## src/rtl/grf.sv

```systemverilog
// General register file: 32 x 32-bit, r0 hard-wired to zero, two combinational read ports.
// Define GRF_BYPASS_EN to forward same-cycle write data onto a matching read port.
module grf (
    input  logic        clk,
    input  logic        reset,
    input  logic [4:0]  A1,
    input  logic [4:0]  A2,
    input  logic [4:0]  A3,
    input  logic [31:0] WD,
    input  logic        WE,
    output logic [31:0] RD1,
    output logic [31:0] RD2
);

    logic [31:0] regs [0:31];
    logic        wr_live;

    // Reset wins over a write on the same edge; r0 is never loaded.
    always_ff @(posedge clk) begin
        if (reset) begin
            for (int i = 0; i < 32; i++) begin
                regs[i] <= 32'h0000_0000;
            end
        end else if (WE && (A3 != 5'd0)) begin
            regs[A3] <= WD;
        end
    end

    assign wr_live = WE && !reset && (A3 != 5'd0);

    always_comb begin
        RD1 = 32'h0000_0000;
        RD2 = 32'h0000_0000;
        if (A1 != 5'd0) begin
`ifdef GRF_BYPASS_EN
            RD1 = (wr_live && (A3 == A1)) ? WD : regs[A1];
`else
            RD1 = regs[A1];
`endif
        end
        if (A2 != 5'd0) begin
`ifdef GRF_BYPASS_EN
            RD2 = (wr_live && (A3 == A2)) ? WD : regs[A2];
`else
            RD2 = regs[A2];
`endif
        end
    end

`ifndef GRF_BYPASS_EN
    // Without forwarding the live-write qualifier has no reader.
    logic unused_wr_live;
    assign unused_wr_live = wr_live;
`endif

endmodule

```

## config.mk

```make
export PLATFORM = sky130hd
export DESIGN_NAME = grf
export DESIGN_NICKNAME = d
export VERILOG_FILES = /design/src/rtl/grf.sv
export SDC_FILE = /design/constraint.sdc
export NUM_CORES = 2
export LEC_CHECK = 0
export BUFFER_PORTS_ARGS = -buffer_cell sky130_fd_sc_hd__buf_2
export CORE_ASPECT_RATIO = 0.8
export CORE_MARGIN = 5
export CORE_UTILIZATION = 60
export CTS_CLUSTER_DIAMETER = 60
export DETAILED_ROUTE_END_ITERATION = 8
export PLACE_DENSITY = 0.76
export RECOVER_POWER = 25
export SYNTH_ARGS = -nofsm -noshare
export SYNTH_HDL_FRONTEND = slang
export SYNTH_SLANG_ARGS = --single-unit
export TNS_END_PERCENT = 50
```

## constraint.sdc

```tcl
create_clock -name clk -period 2.6 [get_ports clk]
set_input_delay 0.13 -clock clk [delete_from_list [all_inputs] [get_ports clk]]
set_output_delay 0.13 -clock clk [all_outputs]
set_load 0.05 [all_outputs]
```

Yosys cells after proc, flatten, opt, wreduce, memory -nomap -nowiden
Memories as Yosys holds them, arrays and structs flattened.
Cells that the tools add are included.
- mux-type cells: 10
- reduce and logical (&&, ||, !) cells: 5
- operators by type and width (cell ; count):
    $mux 32 ; 3
    $reduce_or 32->1 ; 1
    $reduce_bool 5->1 ; 3
    $mux 1 ; 6
    $mux 5 ; 1
    $logic_and 1x1->1 ; 1
- flip-flop bits (word level): 0
- bits in writable memories: 1024
- output and inout bits: 64
- word-level logic and storage cells: 16
- memories: 1
- memories (memory ; words ; bits a word ; read ports ; clocked after memory_dff ; wr ports ; line ; source):
    regs ; 32 ; 32 ; 2 ; 0 ; 32 ; 15 ; logic [31:0] regs [0:31];

Longest topological paths before layout
- depth after elaboration: 7
- depth in mapped cells: 9

Worst setup path before layout
OpenSTA, ideal clock, no wires.
- kind: in2out
- from: in A1[0]
- to: out RD1[30]
- arrival: 3.462 ns
- required time: 2.470 ns
- setup slack: -0.992 ns
- cell stages on the path: 6
- path buffers: 3
- path through: clkbuf_1 > buf_6 > buf_4 > mux4_2 > mux2i_1 > a2111oi_0
- word-level cells in the longest chain between the ends: 2
- elaborated cells on any way between the ends: 3
- classes of those cells: mux: 1; reduce/logical: 1; memory: 1
- RTL lines (element ; line ; source):
    start, declared ; 6 ; input logic [4:0] A1,
    $mem_v2 32x32 / $reduce_bool 5->1 (equally long branches) ; n/a ;
    $mux 32 (*) ; 34 ; if (A1 != 5'd0) begin
    end, declared ; 11 ; output logic [31:0] RD1,
Mark *: on every way between the ends. The rest lies on a longest branch, timed or not.

==> results.py <==
metrics = {
    "sta": {
        "holdWs_ns": 0.0527,
        "max_freq_ghz": 0.357,
        "fin_crit_ns": 2.80,
        "slew_violations": 0,
        "rsz0062_at_grt": "true",
        "setup_viol": 106,
        "relSlewSlack": 0.308,
        "worst_slew_pin_slew_ns": 1.04,
        "layout_worst_path_cycle_share": 1.08,
        "finalWorstSetupSlack_ns": -0.200,
        "hold_violations": 0,
    },
    "floorplanning": {
        "io-pin-count": 114,
        "fp.dieW_um": 346,
        "design.die.area_um2": 96500,
        "die_h_um": 279,
        "core_um2": 89500,
        "initial_core_util": 0.606,
        "rows": 98,
    },
    "synth": {
        "synth_flop_cell": "edfxtp_1",
        "yosysTopAreaCell": "edfxtp_1",
        "ys_top_cells_by_area": "edfxtp_1, mux4_2, and2_1",
        "synthArstFlopShare": 0,
        "synth_area_um2": 54200,
        "synth.distinct_cells": 42,
        "yosysTopAreaCellShare": 0.567,
        "ys_ff_latch": 1024,
        "ys_seq_area_frac": 0.567,
        "synth-edff-count": 1024,
        "syn_area_per_cell_um2": 15.5,
        "ys_warn_count": 0,
        "syn_inst": 3502,
    },
    "finish": {
        "top_regs": "regs (1024)",
        "largest_reg_flops": 1024,
        "area_growth_pct": 17.0,
        "finalNonFillerCells": 4950,
        "multiInputGateArea_um2": 23500,
        "top_register": "regs",
        "design_area_um2": 63500,
        "layout.nets": 3715,
        "drive_gt1_frac": 0.341,
        "ff_latch_area_um2": 30700,
        "n_fill_cell": 5535,
    },
    "power": {
        "p_per_area_nw_per_um2": 644,
        "total_power_mw": 40.9,
        "vdd_drop_max_mv": 0.591,
        "p_leak_nw": 22.1,
    },
    "cts": {
        "clk_path_buf_depth": 3,
        "cts.sinks": 1024,
        "cts_buffers": 101,
        "root_buffer": "clkbuf_16",
        "clkSlewWorstSetupHoldPaths_ns": 0.06,
        "cts-htree-levels": 3,
        "cts_tree": "built",
    },
    "critical_path": {
        "cpMostUsedCell": "mux4_2",
        "required_ns": 2.47,
        "cp-end-kind": "primary output",
        "crit_type": "reg2out",
        "cp_top_family": "multiplexers",
        "cp_num_buf_inv": 1,
        "crit_path_end": "RD2[24]",
        "start_kind": "flip-flop",
        "crit_fanout": 2,
        "cp_cell_sequence": "mux4_2, mux4_2, o22ai_2, nor3_1, buf_4",
        "cpPeakStageDelay_ns": 0.55,
        "crit_cells": 5,
        "cp_data_arrival_time_ns": 2.67,
        "cp_slowest_cell": "mux4_2",
        "crit_path_start": "regs[18][24]$_SDFFCE_PN0P_",
    },
    "drt": {
        "drt-wirelength-per-cell_um": 35.8,
        "via_per_inst": 7.27,
        "drc": 0,
        "wl_um": 177000,
        "first_pass_iters": 9,
        "vias": 36000,
        "antenna_left": 0,
        "drt_iter0_markers": 5688,
    },
    "placement": {
        "place_area_um2": 58400,
        "dp.final_hpwl_um": 110000,
        "pre_cts_ws_ns": -0.205,
        "gp_congestion": 0.922,
        "portBuffers": 113,
        "dpl.cell_count": 4760,
    },
    "global_route": {
        "antenna_found_initial": 11,
        "gr-total-overflow": 0,
        "first_global_vias": 37100,
        "grt_pass1_wl_um": 254000,
        "grt_max_degree": 59,
        "grt_usage": 0.363,
    },
    "status": {
        "violations": "setup timing",
        "status": "finished, violations left",
    },
    "min_path": {
        "min_path_type": "in2reg",
        "hp-start": "WD[13]",
        "hold_depth": 2,
    },
    "run": {
        "cap_viol_max_count": 0,
    },
}
-- worst min-delay path by stage --
stage,slack (ns),endpoint
finish,0.05,regs[26][13]$_SDFFCE_PN0P_
global route,0.07,regs[30][0]$_SDFFCE_PN0P_
CTS,0.01,regs[26][13]$_SDFFCE_PN0P_
detailed placement,0.50,regs[0][1]$_SDFFCE_PN0P_
global placement,0.49,regs[0][1]$_SDFFCE_PN0P_
floorplan,0.33,regs[1][31]$_SDFFCE_PN0P_
-- through the flow --
stage | TNS (ns) | util
2_1_floorplan | -1.40 | -
3_3_place_gp | -1.34 | 0.652
3_5_place_dp | -1.68 | 0.652
4_1_cts | -6.92 | 0.705
5_1_grt | -12.53 | 0.709
6_report | -7.83 | 0.709
-- cells in the mapped netlist, drive strengths merged, types with 33 or more instances --
cell and n:
buf 115, a22o 51, and2 995, nor3 54, mux4 472, or2 33
nor2 36, mux2i 150, clkbuf 272, o22ai 103, edfxtp 1024, a2111oi 55
-- layout by cell type, fill, tap and decap left out, types with 13 or more instances in the layout --
master	instances
bufinv_16	13
buf_4	206
or2_2	33
clkinv_1	23
nor2_2	21
a2111oi_2	14
nor3_4	18
clkinv_2	16
a22oi_1	16
edfxtp_1	1024
mux4_2	472
buf_2	45
and2_1	890
a2111oi_4	41
and2_0	104
clkbuf_4	20
clkbuf_1	22
nor3_2	18
mux2i_1	149
a22o_4	17
conb_1	32
nor2_1	14
mux2_2	30
buf_6	30
buf_12	97
nor3_1	18
a22o_1	33
clkbuf_16	106
o22ai_2	17
o22ai_1	78
-- per-layer routing --
metal | vias up | track usage | routed length, um | share of wire
li1 | 13900 | - | - | -
met1 | 18200 | 0.489 | 59700 | 0.34
met2 | 3254 | 0.550 | 81000 | 0.46
met3 | 645 | 0.105 | 25600 | 0.14
met4 | 12 | 0.181 | 10800 | 0.061
met5 | - | 0 | 80 | 0.00045
-- final cells by class --
type / instances / share of cell area
multi-input cells: 2120 / 0.370
flip-flops and latches: 1024 / 0.484
inverters: 2 / 0.000118
clock inverters: 62 / 0.0102
clock buffers: 122 / 0.0421
well taps: 1200 / 0.0237
diodes: 4 / 0.000158
repair buffers: 416 / 0.0691
-- repair_timing --
action	in CTS	in global routing
hold endpoints to repair	5	0
pin swaps	80	26
hold buffers	1	0
setup buffers	12	3
endpoints found under the setup margin	63	62
resized for setup	260	54
cloned	0	0
-- power by group --
group | internal, mW | switching [mW] | leakage [nW] | total (mW)
Combinational | 2.75 | 3.58 | 10.7 | 6.33
Sequential | 19.1 | 0.538 | 9.75 | 19.6
Clock | 8.58 | 6.37 | 1.61 | 14.9
Total | 30.4 | 10.5 | 22.1 | 40.9
-- logic make-up after synthesis --
family	share of synthesized area
AND/OR/NAND/NOR	0.133
flip-flops	0.567
multiplexers	0.230
buffers and inverters	0.0331
AO/OA/AOI/OAI	0.0365
other	0.0000691
(Power assumes the default switching activity.)
